File: src/rtl/hazard_pkg.sv
// hazard_pkg: shared definitions for the pipeline hazard controller.
//   state_t    : FSM state encoding (also driven out on the controller's state port)
//   FCNT_W     : width of the post-branch flush down-counter (FLUSH_CYCLES up to 15)
//   NOP_INSTR  : instruction the pipeline registers load when flushed (addi x0,x0,0)
package hazard_pkg;

  typedef enum logic [1:0] {
    RUN        = 2'd0,
    LOAD_STALL = 2'd1,
    FLUSH      = 2'd2,
    MEM_WAIT   = 2'd3
  } state_t;

  localparam int          FCNT_W    = 4;
  localparam logic [31:0] NOP_INSTR = 32'h0000_0013;

endpackage

File: src/rtl/sat_counter.sv
// sat_counter: W-bit up-counter that sticks at all-ones.
//   clock : rising-edge clock
//   reset : synchronous active-high clear
//   inc   : count this cycle
//   count : current value
module sat_counter #(
  parameter int W = 32
) (
  input  logic         clock,
  input  logic         reset,
  input  logic         inc,
  output logic [W-1:0] count
);

  logic [W-1:0] count_q;
  logic [W-1:0] count_d;

  always_comb begin
    count_d = count_q;
    if (inc && (count_q != {W{1'b1}})) begin
      count_d = count_q + W'(1);
    end
  end

  always_ff @(posedge clock) begin
    if (reset) begin
      count_q <= '0;
    end else begin
      count_q <= count_d;
    end
  end

  assign count = count_q;

endmodule

File: src/rtl/hazard_ctrl.sv
// hazard_ctrl: stall/flush controller for the 5-stage RISC-V pipeline.
//   Inputs : ID source registers and their use flags, EX destination/load flag,
//            EX taken-branch strobe, data-memory busy.
//   Outputs: PC / IF/ID / EX/MEM write enables, IF/ID and ID/EX flushes
//            (combinational from registered state + current inputs), the FSM
//            state, and saturating stall / flush performance counters.
module hazard_ctrl
  import hazard_pkg::*;
#(
  parameter int FLUSH_CYCLES = 2,
  parameter int CNT_W        = 32
) (
  input  logic             clock,
  input  logic             reset,
  input  logic [4:0]       id_rs1,
  input  logic [4:0]       id_rs2,
  input  logic             id_uses_rs1,
  input  logic             id_uses_rs2,
  input  logic [4:0]       ex_rd,
  input  logic             ex_memread,
  input  logic             ex_branch_taken,
  input  logic             dmem_busy,
  output logic             pc_write,
  output logic             ifid_write,
  output logic             ifid_flush,
  output logic             idex_flush,
  output logic             exmem_write,
  output logic [1:0]       state,
  output logic [CNT_W-1:0] stall_count,
  output logic [CNT_W-1:0] flush_count
);

  state_t            state_q, state_d;
  state_t            ret_q, ret_d;
  state_t            eff_state;
  logic [FCNT_W-1:0] fcnt_q, fcnt_d;
  logic              load_use;

  assign load_use = ex_memread && (ex_rd != 5'd0) &&
                    ((id_uses_rs1 && (id_rs1 == ex_rd)) ||
                     (id_uses_rs2 && (id_rs2 == ex_rd)));

  always_comb begin
    pc_write    = 1'b1;
    ifid_write  = 1'b1;
    exmem_write = 1'b1;
    ifid_flush  = 1'b0;
    idex_flush  = 1'b0;
    state_d     = state_q;
    ret_d       = ret_q;
    fcnt_d      = fcnt_q;

    // Leaving MEM_WAIT costs no cycle: behave as the state we froze in.
    eff_state = state_q;
    if ((state_q == MEM_WAIT) && !dmem_busy) begin
      eff_state = ret_q;
    end

    if (reset) begin
      pc_write    = 1'b0;
      ifid_write  = 1'b0;
      exmem_write = 1'b0;
      ifid_flush  = 1'b1;
      idex_flush  = 1'b1;
      state_d     = RUN;
      ret_d       = RUN;
      fcnt_d      = '0;
    end else if (dmem_busy) begin
      // Freeze the whole pipe; fcnt is held so a frozen FLUSH resumes intact.
      pc_write    = 1'b0;
      ifid_write  = 1'b0;
      exmem_write = 1'b0;
      state_d     = MEM_WAIT;
      if (state_q != MEM_WAIT) begin
        ret_d = state_q;
      end
    end else begin
      case (eff_state)
        RUN, LOAD_STALL: begin
          if (ex_branch_taken) begin
            ifid_flush = 1'b1;
            idex_flush = 1'b1;
            if (FLUSH_CYCLES > 1) begin
              state_d = FLUSH;
              fcnt_d  = FCNT_W'(FLUSH_CYCLES - 1);
            end else begin
              state_d = RUN;
            end
          end else if ((eff_state == RUN) && load_use) begin
            // In LOAD_STALL the EX slot holds the inserted bubble, so the
            // stale match must not stall a second time.
            pc_write   = 1'b0;
            ifid_write = 1'b0;
            idex_flush = 1'b1;
            state_d    = LOAD_STALL;
          end else begin
            state_d = RUN;
          end
        end
        FLUSH: begin
          ifid_flush = 1'b1;
          fcnt_d     = fcnt_q - FCNT_W'(1);
          state_d    = (fcnt_q == FCNT_W'(1)) ? RUN : FLUSH;
        end
        default: begin
          state_d = RUN;
        end
      endcase
    end
  end

  always_ff @(posedge clock) begin
    if (reset) begin
      state_q <= RUN;
      ret_q   <= RUN;
      fcnt_q  <= '0;
    end else begin
      state_q <= state_d;
      ret_q   <= ret_d;
      fcnt_q  <= fcnt_d;
    end
  end

  assign state = state_q;

  sat_counter #(.W(CNT_W)) u_stall_cnt (
    .clock (clock),
    .reset (reset),
    .inc   (!reset && !pc_write),
    .count (stall_count)
  );

  sat_counter #(.W(CNT_W)) u_flush_cnt (
    .clock (clock),
    .reset (reset),
    .inc   (!reset && ifid_flush),
    .count (flush_count)
  );

endmodule

File: config.mk
export PLATFORM = sky130hd
export DESIGN_NAME = hazard_ctrl
export DESIGN_NICKNAME = d
export VERILOG_FILES = /design/src/rtl/hazard_pkg.sv /design/src/rtl/sat_counter.sv /design/src/rtl/hazard_ctrl.sv
export SDC_FILE = /design/constraint.sdc
export NUM_CORES = 1
export LEC_CHECK = 0
export CORE_UTILIZATION = 45
export DETAILED_ROUTE_END_ITERATION = 6
export PLACE_DENSITY = 0.75
export SLEW_MARGIN = 40
export SYNTH_ARGS = -nofsm -noshare
export SYNTH_HDL_FRONTEND = slang
export SYNTH_SLANG_ARGS = --single-unit
File: constraint.sdc
create_clock -name clock -period 2.2 [get_ports clock]
set_clock_uncertainty 0.2 [all_clocks]
set_input_delay 0.33 -clock clock [delete_from_list [all_inputs] [get_ports clock]]
set_output_delay 0.33 -clock clock [all_outputs]
set_load 0.02 [all_outputs]
; ---- Word-level counts from Yosys, hierarchy flattened
; Index checks and enable logic that the tools add are counted.
[op_classes]
addsub = 3
eq_ne = 10
muxes = 24
bitwise_logic = 1
reduce_logical = 20
[ops]
columns = operator, count
row1 = $add 32x1->32 const B, 2
row2 = $ne 32x32->1 const B, 2
row3 = $mux 1, 16
row4 = $eq 5x5->1, 2
row5 = $logic_and 1x1->1, 10
row6 = $mux 2, 4
row7 = $pmux 4 s2, 1
row8 = $reduce_bool 5->1, 1
row9 = $eq 2x2->1 const B, 2
row10 = $eq 4x1->1 const B, 1
row11 = $mux 4, 1
row12 = $ne 2x2->1 const B, 2
row13 = $pmux 2 s2, 1
row14 = $sub 4x1->4 const B, 1
row15 = $logic_not 1->1, 3
row16 = $reduce_and 3->1, 1
row17 = $eq 2x1->1 const B, 1
row18 = $logic_not 2->1, 1
row19 = $pmux 1 s2, 1
row20 = $reduce_and 2->1, 1
row21 = $reduce_bool 2->1, 1
row22 = $reduce_or 2->1, 1
row23 = $logic_or 1x1->1, 1
row24 = $not 1->1, 1
[word_totals]
reg_bits = 72
inputBits = 22
out_inout_bits = 71
elab_cells = 63

; ---- Logic depth before layout (Yosys ltp)
; Gate-level depths: netlist of the first run.
[logic_depth]
word_depth = 13
mapped_depth = 9
depth_no_buf = 7

; ---- By module
; From an unflattened synthesis of the first run, not the netlist that was laid out.
[unflattened]
hier_cells = 471
hier_area_um2 = 3955.0
[modules_own_cells]
columns = module, instances, cells_each, area_per_inst_um2, seq_area_each_um2
row1 = sat_counter (u_flush_cnt), 1, 199, 1674.1, 640.6
row2 = sat_counter (u_stall_cnt), 1, 195, 1670.4, 640.6
row3 = hazard_ctrl, 1, 77, 610.6, 160.2

; ---- Worst setup path after synthesis of the first run
; OpenSTA, ideal clock, no wires.
[synth_timing]
path_type = flip-flop to flip-flop
startpoint = register u_stall_cnt.count_q[0], in the netlist u_stall_cnt.count[0]
endpoint = register u_stall_cnt.count_q[6], in the netlist u_stall_cnt.count[6]
setup_time_ps = 123
arrival_time_ps = 2121
t_required_ps = 1877
slack_ps = -244
path_stages_with_launch = 10
path_buffers = 2
period_less_slack_ps = 2444
path_cell_list = dfxtp_1 ha_1 nand3_1 and4bb_1 buf_2 nand3_2 nor2b_2 buf_2 nor4_1 mux2_1
[synth_between]
elab_chain_cells = 2
elab_cells_between_ends = 3
classes_between = 1 x add/sub / 1 x eq/ne / 1 x reduce/logical
[synth_rtl]
columns = item, line
row1 = start: declaration, sat_counter.sv:15  ; logic [W-1:0] count_q;
row2 = start signal: assignment, sat_counter.sv:29  ; count_q <= count_d;
row3 = branches (longest 2 deep; another with $add 32x1->32), --
; Several ways; the timed one is not identified.
; A chain may end at the register's enable or synchronous reset.

; ---- Final worst setup path of the first run
[layout_timing]
startpoint = register state_q[1], in the netlist state[1]
endpoint = register u_stall_cnt.count_q[11], in the netlist u_stall_cnt.count[11]
[layout_between]
elab_chain_cells = 13
elab_cells_between_ends = 15
classes_between = 2 x eq/ne / 6 x mux / 7 x reduce/logical
[layout_rtl]
columns = item, line
row1 = start: declaration, hazard_ctrl.sv:33  ; state_t state_q, state_d;
row2 = start signal: assignment, hazard_ctrl.sv:118  ; state_q <= state_d;
row3 = $eq 2x2->1, hazard_ctrl.sv:55  ; if ((state_q == MEM_WAIT) && !dmem_busy) begin
row4 = $logic_and 1x1->1, hazard_ctrl.sv:55
row5 = $mux 2 (*), hazard_ctrl.sv:55
row6 = $logic_not 2->1, "hazard_ctrl.sv:78, hazard_ctrl.sv:89"
row7 = $logic_and 1x1->1, hazard_ctrl.sv:89  ; end else if ((eff_state == RUN) && load_use) begin
row8 = $mux 1, hazard_ctrl.sv:89
row9 = $mux 1, hazard_ctrl.sv:80  ; if (ex_branch_taken) begin
row10 = $mux 1 (*), hazard_ctrl.sv:78  ; case (eff_state)
row11 = $mux 1 (*), hazard_ctrl.sv:68  ; end else if (dmem_busy) begin
row12 = $mux 1 (*), hazard_ctrl.sv:59  ; if (reset) begin
row13 = $logic_not 1->1 (*), hazard_ctrl.sv:129  ; .inc (!reset && !pc_write),
row14 = $logic_and 1x1->1 (*), hazard_ctrl.sv:129
row15 = $logic_and 1x1->1 (*), sat_counter.sv:20  ; if (inc && (count_q != {W{1'b1}})) begin
; Mark *: on every way between the ends. The rest lies on a longest branch, timed or not.

==> results of run 1 <==
==> cells in the mapped netlist, types with 2 or more instances <==
library cell / instances
sky130_fd_sc_hd__nand3_1: 27
sky130_fd_sc_hd__ha_1: 4
sky130_fd_sc_hd__nor4_1: 7
sky130_fd_sc_hd__nor4b_2: 2
sky130_fd_sc_hd__or3_1: 16
sky130_fd_sc_hd__or4_1: 12
sky130_fd_sc_hd__xnor2_1: 21
sky130_fd_sc_hd__xor2_1: 19
sky130_fd_sc_hd__o21ai_1: 21
sky130_fd_sc_hd__nor2_1: 50
sky130_fd_sc_hd__inv_1: 8
sky130_fd_sc_hd__and3_1: 12
sky130_fd_sc_hd__mux2_1: 8
sky130_fd_sc_hd__a21oi_1: 29
sky130_fd_sc_hd__nor2b_1: 8
sky130_fd_sc_hd__and2_1: 6
sky130_fd_sc_hd__and4_1: 6
sky130_fd_sc_hd__nor3_1: 17
sky130_fd_sc_hd__nand2_1: 29
sky130_fd_sc_hd__buf_2: 7
sky130_fd_sc_hd__nand3b_1: 4
sky130_fd_sc_hd__clkbuf_1: 17
sky130_fd_sc_hd__nand4_1: 33
sky130_fd_sc_hd__dfxtp_1: 72
sky130_fd_sc_hd__o22ai_1: 2
sky130_fd_sc_hd__o31ai_1: 10
==> kinds of logic (layout without fill, tap and decap cells) <==
family / count (synthesis) / in the layout
buffers and inverters: 35 / 205
AO/OA/AOI/OAI: 69 / 69
adder cells (fa/ha/maj): 4 / 4
multiplexers: 8 / 8
XOR/XNOR: 40 / 40
flip-flops: 72 / 72
AND/OR/NAND/NOR: 239 / 239
==> cell type report <==
type | instances | share of cell area, %
clock inverters | 2 | 0.267
clock buffers | 14 | 3.37
well taps | 105 | 2.16
inverters | 9 | 0.555
multi-input cells | 360 | 41.2
repair buffers | 180 | 28.2
flip-flops and latches | 72 | 24.2
==> worst max-delay path by stage <==
stage / cells after the start / slack (ps) / endpoint / startpoint
floorplan: 7 / -9 / u_stall_cnt.count[28] / state[1]
global placement: 6 / -640 / pc_write / ex_rd[1]
detailed placement: 6 / -710 / ifid_write / ex_rd[1]
CTS: 9 / -260 / u_stall_cnt.count[26] / ret_q[0]
global route: 8 / -360 / u_stall_cnt.count[6] / state[1]
finish: 8 / -290 / u_stall_cnt.count[11] / state[1]
==> through the flow <==
stage / area [um^2] / setup slack, ps / setup TNS [ps]
after floorplan: 3890 / -8.77 / -24.4
after global placement: 5320 / -640 / -21890
after detailed placement: 5320 / -709 / -25490
after CTS: 5640 / -257 / -6960
after global routing: 6090 / -357 / -10130
final: 6090 / -293 / -7850
==> power groups by stage <==
stage / combinational, mW / sequential, mW / clock, mW
after global placement: 0.283 / 1.36 / 0
after CTS: 0.302 / 1.33 / 1.15
after floorplan: 0.131 / 1.38 / 0
after global routing: 0.386 / 1.34 / 1.22
after detailed placement: 0.291 / 1.36 / 0
final: 0.362 / 1.34 / 1.15
==> critical path: stages, from the launching register on <==
cell                        delay, ps
sky130_fd_sc_hd__dfxtp_4          340
sky130_fd_sc_hd__or3b_1           350
sky130_fd_sc_hd__o22ai_2          130
sky130_fd_sc_hd__o311a_1          230
sky130_fd_sc_hd__buf_6            120
sky130_fd_sc_hd__a31oi_4          180
sky130_fd_sc_hd__clkbuf_16        230
sky130_fd_sc_hd__nor3b_1          250
sky130_fd_sc_hd__mux2_1           360
==> per-layer routing <==
layer  GRT usage, %  share of wire [%]  up-vias
li1               -                  -     2027
met1           28.7                 42     2033
met2           41.7                 50      151
met3           3.64                5.2       35
met4           11.5                3.0        0
met5              0                  0        -
==> state kept, by name, summed over array words and instances (netlist names) <==
register	flops
fcnt_q	4
ret_q	2
state	2
u_flush_cnt.count	32
u_stall_cnt.count	32
==> repair_timing <==
| action | 4_1_cts | 5_1_grt |
|---|---|---|
| hold buffers | 1 | 0 |
| gates cloned | 0 | 6 |
| setup buffers | 4 | 11 |
| setup endpoints to repair | 39 | 42 |
| gates resized for setup | 33 | 64 |
| endpoints found under the hold margin | 1 | 0 |
| pin swaps | 7 | 46 |
==> results.txt, run 1 <==
----------------------------------------------------
[Die]
  Die Span Y ... 93.8 um
  Die Area ... between 0.008 and 0.009 mm^2
  Starting utilization of the core area ... about 46%
  Number of I/O pins ... between 90 and 100
  Chip width ... about 94 um
  Count of standard-cell rows ... 33
  Core footprint ... between 0.008 and 0.009 mm^2

[Synthesis]
  Compound-Gate Fraction of Synth Area ... 10.4%
  Xor-xnor portion of the synthesized cell area ... under 10%
  Post-synthesis cell area ... 0.00379 mm^2
  Library cell occupying the most area in the post-synthesis netlist ... sky130_fd_sc_hd__dfxtp_1
  Multiplexer area fraction after synthesis ... 2.38%
  Sequential cell area fraction in the yosys report ... between 30% and 40%
  Syn. warnings ... 0
  Number of enable-type register cells in the synthesized netlist ... 0
  Post-synth net total ... approximately 490
  #FFs+latches synth ... 72
  Cells taking the most area after synthesis ... sky130_fd_sc_hd__dfxtp_1 38%, sky130_fd_sc_hd__nand4_1 5.4%, sky130_fd_sc_hd__nor2_1 5.0%, sky130_fd_sc_hd__xnor2_1 4.9%, sky130_fd_sc_hd__xor2_1 4.4%
  Count of different cell masters after synthesis ... 46
  Simple-gate share of the synthesized area ... roughly a third
  Adder and majority gate portion of the synthesized area ... 1.32%
  Fraction of registers with async set or reset after synthesis ... 0%
  Primary FF master, synth ... sky130_fd_sc_hd__dfxtp_1
  Post-synthesis area per instance ... 8.12 um^2
  Largest family of logic cells by synthesized area ... simple AND/OR/NAND/NOR gates
  Area fraction of the dominant cell type after synthesis ... a little under two fifths
  Post-synthesis instance total ... around 470

[STA]
  Slew HR ... 42.2%
  Final setup violation count ... 34
  Worst hold slack ... 312 ps
  Final period utilization ... 113%
  Final Hold Fails ... 0
  Unrepaired setup endpoints after global routing ... yes
  Setup slack of the critical path after layout ... -293 ps
  Slew @ Worst Pin ... 868 ps
  Pins over their slew limit ... 0
  Post-layout minimum cycle time ... around 2500 ps
  Maximum clock frequency ... between 400 and 500 MHz

[Worst setup path]
  Maximum fanout count along the critical path ... 9
  Setup crit end kind ... register
  Critical path class ... register to register
  Number of cells on the worst reg-to-reg path ... 8
  Startpoint class of the critical path ... register
  Crit Reg-Reg Endpoint ... u_stall_cnt.count[11]
  Reg2Reg Launch Point ... state[1]
  Critical Path AT ... roughly 2600 ps
  Setup slack of the worst register-to-register path ... -290 ps
  Worst EP required ... roughly 2300 ps

[Global routing]
  Total grt overflow ... 0
  Wire length of the first global-routing pass ... ~17,000 um
  Total global-route track usage ... 24.0%
  Antenna violations before repair ... 0
  Largest net degree at the start of global routing ... between 70 and 80
  Vias in the first global route ... between 3,000 and 4,000

[Layout]
  Multi-input gate area ... 0.00251 mm^2
  End-of-flow core utilization ... between 70% and 80%
  Filler cell count ... 555
  Final standard cell count with taps included and fillers excluded ... 742
  Final nets ... approximately 660
  Register area ... 0.00148 mm^2
  Area growth syn-to-layout ... 60.5%
  Ratio of cells with drive above 1 in the final layout ... approximately 29%
  Number of diodes added for antenna fixing ... 0
  Most frequent cells in the layout ... 80 x sky130_fd_sc_hd__clkdlybuf4s50_1, 73 x sky130_fd_sc_hd__buf_4, 51 x sky130_fd_sc_hd__dfxtp_1
  Most common cell after layout, fill and taps aside ... sky130_fd_sc_hd__clkdlybuf4s50_1

[Power and ir drop]
  Pwr/cell area ... roughly 470 mW/mm^2
  Reg power frac ... a little under half
  Int Power ... roughly 2.1 mW
  Static leakage power ... between 2 and 2.5 nW
  Tot Pwr ... approximately 2.8 mW
  Switching power summed over all nets ... 727 uW
  Maximum resistive drop on vdd ... 0.316 mV
  Share of total power in combinational logic ... about an eighth
  Clock share of power ... between 40% and 50%
  Switching share of power ... approximately 26%

[Clock network]
  Worst-Skew Late Latency ... ~360 ps
  Cts bufs inserted ... 9
  Clock slew at the register clock pins of the worst setup and hold paths ... around 90 ps
  Number of H-tree branching levels ... 3
  Number of sinks driven by the clock tree ... between 70 and 80
  Root buf cell ... sky130_fd_sc_hd__clkbuf_8
  Clock tree from TritonCTS ... yes
  Clock Tree Buf Depth ... 2

[Placed design]
  Estimated wirelength of the detail-placed design ... 7230 um
  Port buffer count ... 92
  Placed cell count ... 705
  Gp weighted congestion ... roughly 0.84

[Routing]
  DR iter-0 viols ... roughly 160
  Avg WL per Cell ... 16.0 um
  DRT antenna net count ... 0
  Routed vias/inst ... roughly 5.7
  Number of iterations in the first detailed-routing pass ... 4
  Total Wirelength ... 11,900 um
  Total number of vias ... 4,246
  DRC ... 0

[Outcome]
  Outcome ... finished with violations
  Violations in the final reports ... setup timing

[Min path]
  Hold-critical path depth ... 2
  Worst-case hold path end point ... u_stall_cnt.count[13]
  Start point of the worst min-delay path ... u_stall_cnt.count[13]
  Worst hold path type ... register to register

[Flow run]
  Max cap viols ... 0

----------------------------------------------------
(Power assumes the default switching activity.)
==> run 2: changes to the inputs <==
- HOLD_SLACK_MARGIN: default -> 0.1
- MAX_ROUTING_LAYER: default -> met4
==> run 2 against run 1 <==
Against the previous run: the flow still finishes with violations (setup timing); global-route usage rose by 0.64 points; routed wire length is 0.25% higher; sequential power barely moved; flip-flop and latch count unchanged; die area is the same; register-to-register slack hardly changed; core utilization down 0.54 points.
==> results.txt, run 2 (same netlist as run 1, synthesis figures left out) <==
----------------------------------------------------
[Worst setup path]
  Maximum fanout count along the critical path ... 9 (unchanged)
  Startpoint class of the critical path ... register (unchanged)
  Worst EP required ... 2250 ps (was 2260 ps)
  Critical Path, Cell by Cell ... or3b_1 -> o22ai_2 -> o311a_1 -> buf_6 -> a31oi_4 -> clkbuf_16 -> nor3b_1 -> mux2_1 (unchanged)
  Critical path class ... register to register (unchanged)
  Crit Reg-Reg Endpoint ... u_stall_cnt.count[11] (unchanged)
  Critical Path AT ... 2550 ps (about the same)
  Reg2Reg Launch Point ... state[1] (unchanged)
  Standard cell with the maximum stage delay on the critical path ... sky130_fd_sc_hd__mux2_1 (unchanged)
  Number of cells on the worst reg-to-reg path ... 8 (unchanged)
  Crit path largest cell delay ... 360 ps (about the same)
  Setup crit end kind ... register (unchanged)
  Setup slack of the worst register-to-register path ... -300 ps (was -290 ps)

[Global routing]
  Wire length of the first global-routing pass ... 16,900 um (about the same)
  Total grt overflow ... 0 (unchanged)
  Largest net degree at the start of global routing ... 76 (unchanged)
  Antenna violations before repair ... 0 (unchanged)
  Vias in the first global route ... 3,878 (was 3,876)
  Total global-route track usage ... 24.6% (was 24.0%)

[Min path]
  Worst-case hold path end point ... u_stall_cnt.count[30] (was u_stall_cnt.count[13])
  Worst hold path type ... register to register (unchanged)
  Start point of the worst min-delay path ... u_stall_cnt.count[30] (was u_stall_cnt.count[13])
  Hold-critical path depth ... 2 (unchanged)

[Power and ir drop]
  Maximum resistive drop on vdd ... 0.316 mV (about the same)
  Tot Pwr ... 2.84 mW (was 2.85 mW)
  Static leakage power ... 2.21 nW (was 2.23 nW)
  Pwr/cell area ... 470 mW/mm^2 (was 468 mW/mm^2)

[Routing]
  Routed vias/inst ... 5.72 (about the same)
  Sum of met3 wire segment lengths after detailed routing ... 526 um (was 611 um)
  Uppermost metal layer occupied by signal nets ... met4 (unchanged)
  Avg WL per Cell ... 16.1 um (was 16.0 um)
  DRC ... 0 (unchanged)
  Routed metal-1 wire length ... 5060 um (was 4990 um)
  Total number of vias ... 4,234 (was 4,246)
  Total Wirelength ... 11,900 um (about the same)
  Number of iterations in the first detailed-routing pass ... 4 (unchanged)
  DRT antenna net count ... 0 (unchanged)
  Met2 routed WL ... 5900 um (was 5910 um)
  DR iter-0 viols ... 150 (was 161)

[Layout]
  Area growth syn-to-layout ... 59.4% (was 60.5%)
  Number of diodes added for antenna fixing ... 0 (unchanged)
  Most common cell after layout, fill and taps aside ... sky130_fd_sc_hd__clkdlybuf4s50_1 (unchanged)
  Ratio of cells with drive above 1 in the final layout ... 28.3% (was 28.6%)
  Fin area ... 0.00604 mm^2 (was 0.00609 mm^2)
  Final nets ... 656 (was 658)
  Most frequent cells in the layout ... 80 x sky130_fd_sc_hd__clkdlybuf4s50_1, 74 x sky130_fd_sc_hd__buf_4, 52 x sky130_fd_sc_hd__dfxtp_1 (was 80 x sky130_fd_sc_hd__clkdlybuf4s50_1, 73 x sky130_fd_sc_hd__buf_4, 51 x sky130_fd_sc_hd__dfxtp_1)
  End-of-flow core utilization ... 73.9% (was 74.4%)

[Clock network]
  Clock slew at the register clock pins of the worst setup and hold paths ... 90 ps (about the same)
  Clock tree from TritonCTS ... yes (unchanged)
  Root buf cell ... sky130_fd_sc_hd__clkbuf_8 (unchanged)
  Worst-Skew Late Latency ... 360 ps (about the same)
  Number of sinks driven by the clock tree ... 72 (unchanged)
  Clock Tree Buf Depth ... 2 (unchanged)
  Cts bufs inserted ... 9 (unchanged)
  Number of H-tree branching levels ... 3 (unchanged)

[STA]
  Slew @ Worst Pin ... 847 ps (was 868 ps)
  Final TNS setup ... -7400 ps (was -7850 ps)
  Final period utilization ... 113% (about the same)
  Maximum clock frequency ... 401 MHz (about the same)
  Final setup violation count ... 35 (was 34)
  Final Hold Fails ... 0 (unchanged)
  Post-layout minimum cycle time ... 2500 ps (was 2490 ps)
  Worst hold slack ... 312 ps (about the same)
  Unrepaired setup endpoints after global routing ... yes (unchanged)
  Pins over their slew limit ... 0 (unchanged)
  Slew HR ... 43.6% (was 42.2%)
  Setup slack of the critical path after layout ... -297 ps (was -293 ps)

[Die]
  Die Span Y ... 93.8 um (unchanged)
  Starting utilization of the core area ... 46.4% (unchanged)
  Core footprint ... 0.00818 mm^2 (unchanged)
  Chip width ... 93.8 um (unchanged)
  Die Area ... 0.00880 mm^2 (unchanged)
  Count of standard-cell rows ... 33 (unchanged)
  Number of I/O pins ... 93 (unchanged)

[Outcome]
  Violations in the final reports ... setup timing (unchanged)
  Outcome ... finished with violations (unchanged)

[Placed design]
  Gp weighted congestion ... 0.850 (was 0.837)
  Instance area at placement ... 0.00532 mm^2 (unchanged)
  Estimated wirelength of the detail-placed design ... 7230 um (unchanged)
  Port buffer count ... 92 (unchanged)

[Flow run]
  Max cap viols ... 0 (unchanged)

----------------------------------------------------
-- run 2: per-stage QoR --
step           setup slack (ps)  std cells
6_report                   -297        740
3_3_place_gp               -640        705
3_5_place_dp               -709        705
4_1_cts                    -257        726
2_1_floorplan             -8.77        467
5_1_grt                    -374        740
-- run 2: power breakdown --
part           switching [mW]  leakage, nW  internal, mW
Clock                   0.534        0.109         0.612
Sequential             0.0158        0.592          1.32
Combinational           0.172         1.51         0.184
Total                   0.722         2.21          2.12
-- run 2: area by class of cell --
| class | instances | area, um^2 |
|---|---|---|
| tap | 105 | 131 |
| inverter | 9 | 33.8 |
| clock inverter | 2 | 16.3 |
| multi-input combinational | 360 | 2510 |
| sequential | 72 | 1470 |
| clock buffer | 14 | 205 |
| timing repair buffer | 178 | 1670 |
| fill | 580 | 2130 |
-- run 2: metal layers --
layer	up-vias	track usage, %
li1	2023	-
met1	2038	28.7
met2	132	41.7
met3	41	3.56
met4	0	11.5
met5	-	-
-- run 2: what timing repair did --
| action | in CTS | in global routing |
|---|---|---|
| hold endpoints to repair | 1 | 0 |
| resized for setup | 33 | 63 |
| cloned | 0 | 5 |
| pin swaps | 7 | 44 |
| buffers inserted | 4 | 10 |
| setup endpoints to repair | 39 | 42 |
| hold buffers | 1 | 0 |
-- run 2: how the worst max path moves through the flow --
| stage | startpoint | to | slack (ps) | cells after the start |
|---|---|---|---|---|
| finish | state[1] | u_stall_cnt.count[11] | -300 | 8 |
| global route | state[1] | u_stall_cnt.count[15] | -370 | 9 |
| CTS | ret_q[0] | u_stall_cnt.count[26] | -260 | 9 |
| detailed placement | ex_rd[1] | ifid_write | -710 | 6 |
| global placement | ex_rd[1] | pc_write | -640 | 6 |
| floorplan | state[1] | u_stall_cnt.count[28] | -9 | 7 |
-- run 2: critical path, delay by kind of cell (launching register included) --
| family | cells | cell delay, ps |
|---|---|---|
| AOI/OAI and AO/OA | 3 | 530 |
| and+or+nand+nor | 2 | 610 |
| DFF | 1 | 340 |
| buffers and inverters | 2 | 350 |
| muxes | 1 | 360 |
==> run 3: changes to the inputs <==
- CTS_CLUSTER_DIAMETER: default -> 150
- SETUP_SLACK_MARGIN: default -> 0.05
==> run 3 against run 2 <==
Against the previous run: the run still ends with setup timing left; register-to-register slack better by 90 ps; first-iteration DRC count is 7.3% higher; sequential power hardly changed; critical path depth stayed put; core utilization is 1.9 points higher; worst setup slack better by 85 ps; via count is 0.31% lower; combinational power is 6.2% lower; cell count is 0.68% lower; maximum frequency is 3.5% higher; critical endpoint is now u_stall_cnt.count[28]; largest cell class unchanged; largest power group unchanged; highest routed layer unchanged.
==> results.txt, run 3 (same netlist as run 1, synthesis figures left out) <==
----------------------------------------------------
[Layout]
  Most common cell after layout, fill and taps aside ... sky130_fd_sc_hd__clkdlybuf4s50_1 (unchanged)
  Number of diodes added for antenna fixing ... 0 (unchanged)
  Ratio of cells with drive above 1 in the final layout ... 32.1% (was 28.3%)
  Filler cell count ... 546 (was 580)
  Most frequent cells in the layout ... 80 x sky130_fd_sc_hd__clkdlybuf4s50_1, 69 x sky130_fd_sc_hd__buf_4, 48 x sky130_fd_sc_hd__nor2_1 (was 80 x sky130_fd_sc_hd__clkdlybuf4s50_1, 74 x sky130_fd_sc_hd__buf_4, 52 x sky130_fd_sc_hd__dfxtp_1)
  Final nets ... 651 (was 656)
  Area growth syn-to-layout ... 63.4% (was 59.4%)
  End-of-flow core utilization ... 75.8% (was 73.9%)

[Clock network]
  Clock slew at the register clock pins of the worst setup and hold paths ... 80 ps (was 90 ps)
  Clock Tree Buf Depth ... 2 (unchanged)
  Root buf cell ... sky130_fd_sc_hd__clkbuf_8 (unchanged)
  Number of buffers inserted for hold repair after clock tree synthesis ... 0 (was 1)
  Number of sinks driven by the clock tree ... 72 (unchanged)
  Clock tree from TritonCTS ... yes (unchanged)
  Number of H-tree branching levels ... 3 (unchanged)
  Worst-Skew Late Latency ... 350 ps (was 360 ps)
  Cts bufs inserted ... 9 (unchanged)

[Worst setup path]
  Critical Path, Cell by Cell ... or3b_1 -> o22ai_2 -> o311a_1 -> buf_4 -> a31oi_4 -> buf_12 -> nor4b_4 -> mux2_4 (was or3b_1 -> o22ai_2 -> o311a_1 -> buf_6 -> a31oi_4 -> clkbuf_16 -> nor3b_1 -> mux2_1)
  Crit path max-delay family ... simple AND/OR/NAND/NOR gates (unchanged)
  Standard cell with the maximum stage delay on the critical path ... sky130_fd_sc_hd__or3b_1 (was sky130_fd_sc_hd__mux2_1)
  Critical Path AT ... 2450 ps (was 2550 ps)
  Maximum fanout count along the critical path ... 8 (was 9)
  Number of cells on the worst reg-to-reg path ... 8 (unchanged)
  Crit path largest cell delay ... 360 ps (about the same)
  Crit path buffers/inverters ... 2 (unchanged)
  Worst EP required ... 2240 ps (was 2250 ps)
  Startpoint class of the critical path ... register (unchanged)
  Cell count along the critical path ... 8 (unchanged)
  Critical path class ... register to register (unchanged)
  Setup crit end kind ... register (unchanged)

[Power and ir drop]
  Int Power ... 2.00 mW (was 2.12 mW)
  Pwr/cell area ... 438 mW/mm^2 (was 470 mW/mm^2)
  Reg power frac ... 49.0% (was 47.1%)
  Share of total power in combinational logic ... 12.3% (was 12.6%)
  Clock share of power ... 38.7% (was 40.4%)
  Maximum resistive drop on vdd ... 0.407 mV (was 0.316 mV)
  Tot Pwr ... 2.71 mW (was 2.84 mW)
  Static leakage power ... 2.29 nW (was 2.21 nW)
  Switching share of power ... 26.2% (was 25.4%)
  Switching power summed over all nets ... 711 uW (was 722 uW)

[Die]
  Number of I/O pins ... 93 (unchanged)
  Core footprint ... 0.00818 mm^2 (unchanged)
  Starting utilization of the core area ... 46.4% (unchanged)
  Die Span Y ... 93.8 um (unchanged)
  Count of standard-cell rows ... 33 (unchanged)
  Chip width ... 93.8 um (unchanged)
  Die Area ... 0.00880 mm^2 (unchanged)

[Routing]
  DRT antenna net count ... 0 (unchanged)
  Total Wirelength ... 11,900 um (about the same)
  DRC ... 0 (unchanged)
  DR iter-0 viols ... 161 (was 150)
  Number of iterations in the first detailed-routing pass ... 5 (was 4)
  Avg WL per Cell ... 16.2 um (was 16.1 um)
  Total number of vias ... 4,221 (was 4,234)
  Routed vias/inst ... 5.74 (was 5.72)

[STA]
  Final TNS setup ... -3550 ps (was -7400 ps)
  Pins over their slew limit ... 0 (unchanged)
  Slew @ Worst Pin ... 813 ps (was 847 ps)
  Setup slack of the critical path after layout ... -211 ps (was -297 ps)
  Maximum clock frequency ... 415 MHz (was 401 MHz)
  Final Hold Fails ... 0 (unchanged)
  Final setup violation count ... 34 (was 35)
  Slew HR ... 45.8% (was 43.6%)
  Final period utilization ... 110% (was 113%)
  Post-layout minimum cycle time ... 2410 ps (was 2500 ps)
  Unrepaired setup endpoints after global routing ... yes (unchanged)

[Global routing]
  Largest net degree at the start of global routing ... 77 (was 76)
  Wire length of the first global-routing pass ... 18,200 um (was 16,900 um)
  Antenna violations before repair ... 0 (unchanged)
  Vias in the first global route ... 3,977 (was 3,878)
  Total global-route track usage ... 26.9% (was 24.6%)
  Total grt overflow ... 0 (unchanged)

[Outcome]
  Violations in the final reports ... setup timing (unchanged)
  Outcome ... finished with violations (unchanged)

[Placed design]
  Estimated wirelength of the detail-placed design ... 7480 um (was 7230 um)
  Gp weighted congestion ... 0.823 (was 0.850)
  Port buffer count ... 92 (unchanged)

[Flow run]
  Max cap viols ... 0 (unchanged)

[Min path]
  Worst hold path type ... primary input to register (was register to register)
  Hold-critical path depth ... 4 (was 2)

----------------------------------------------------
-- run 3: cell count changes in the layout (fill, tap and decap cells not counted), moves of 5 or more --
cell	change
sky130_fd_sc_hd__buf_4	-5
sky130_fd_sc_hd__nor3_1	-9
sky130_fd_sc_hd__dlygate4sd2_1	+5
sky130_fd_sc_hd__clkbuf_16	-5
sky130_fd_sc_hd__dfxtp_2	+7
sky130_fd_sc_hd__a21oi_1	+5
sky130_fd_sc_hd__nor3_4	+7
sky130_fd_sc_hd__o31ai_1	-6
sky130_fd_sc_hd__nand3_1	-5
sky130_fd_sc_hd__a21oi_2	-5
sky130_fd_sc_hd__dfxtp_1	-11
-- run 3: layout make-up --
| cell class | count | area [um^2] | share of cell area [%] |
|---|---|---|---|
| Clock buffer | 10 | 128 | 2.06 |
| Inverter | 9 | 33.8 | 0.545 |
| Multi-Input combinational cell | 360 | 2730 | 44.0 |
| Clock inverter | 6 | 58.8 | 0.949 |
| Tap cell | 105 | 131 | 2.12 |
| Sequential cell | 72 | 1500 | 24.2 |
| Timing Repair Buffer | 173 | 1620 | 26.2 |
-- run 3: metrics by stage --
stage	setup WS (ps)	cells	hold WS, ps	area, um^2
after CTS	-276	728	257	5820
after floorplan	-5.87	467	255	3940
after global placement	-590	702	267	5360
after global routing	-252	735	263	6200
after detailed placement	-670	702	273	5360
final	-211	735	244	6200
-- run 3: final timing paths --
kind,to,from,slack (ps)
max reg2reg,u_stall_cnt.count[28],state[1],-210
min reg2reg,u_stall_cnt.count[27],u_stall_cnt.count[27],290
min,fcnt_q[2],reset,240
max,u_stall_cnt.count[28],state[1],-210
-- run 3: layer usage --
metal	share of wire, %	vias up	track usage [%]
met5	0	-	-
met4	3.5	0	10.4
met3	5.0	35	4.53
met2	51	149	45.3
met1	41	2022	31.9
li1	-	2015	-
-- run 3: tightest hold or removal path, stage by stage --
cell	delay, ps
sky130_fd_sc_hd__buf_2	100
sky130_fd_sc_hd__a21oi_1	50
sky130_fd_sc_hd__buf_4	130
sky130_fd_sc_hd__and2_1	130
-- run 3: repair_timing --
action,CTS,global route
gates cloned,4,1
resized for setup,50,80
pin swaps,36,40
buffers inserted,7,8
endpoints found under the setup margin,43,66
-- run 3: power by group through the flow --
stage | Combinational, mW | Sequential, mW | Clock, mW
2_1_floorplan | 0.132 | 1.38 | 0
3_3_place_gp | 0.280 | 1.36 | 0
3_5_place_dp | 0.290 | 1.37 | 0
4_1_cts | 0.332 | 1.33 | 1.05
5_1_grt | 0.360 | 1.33 | 1.13
6_report | 0.335 | 1.33 | 1.05
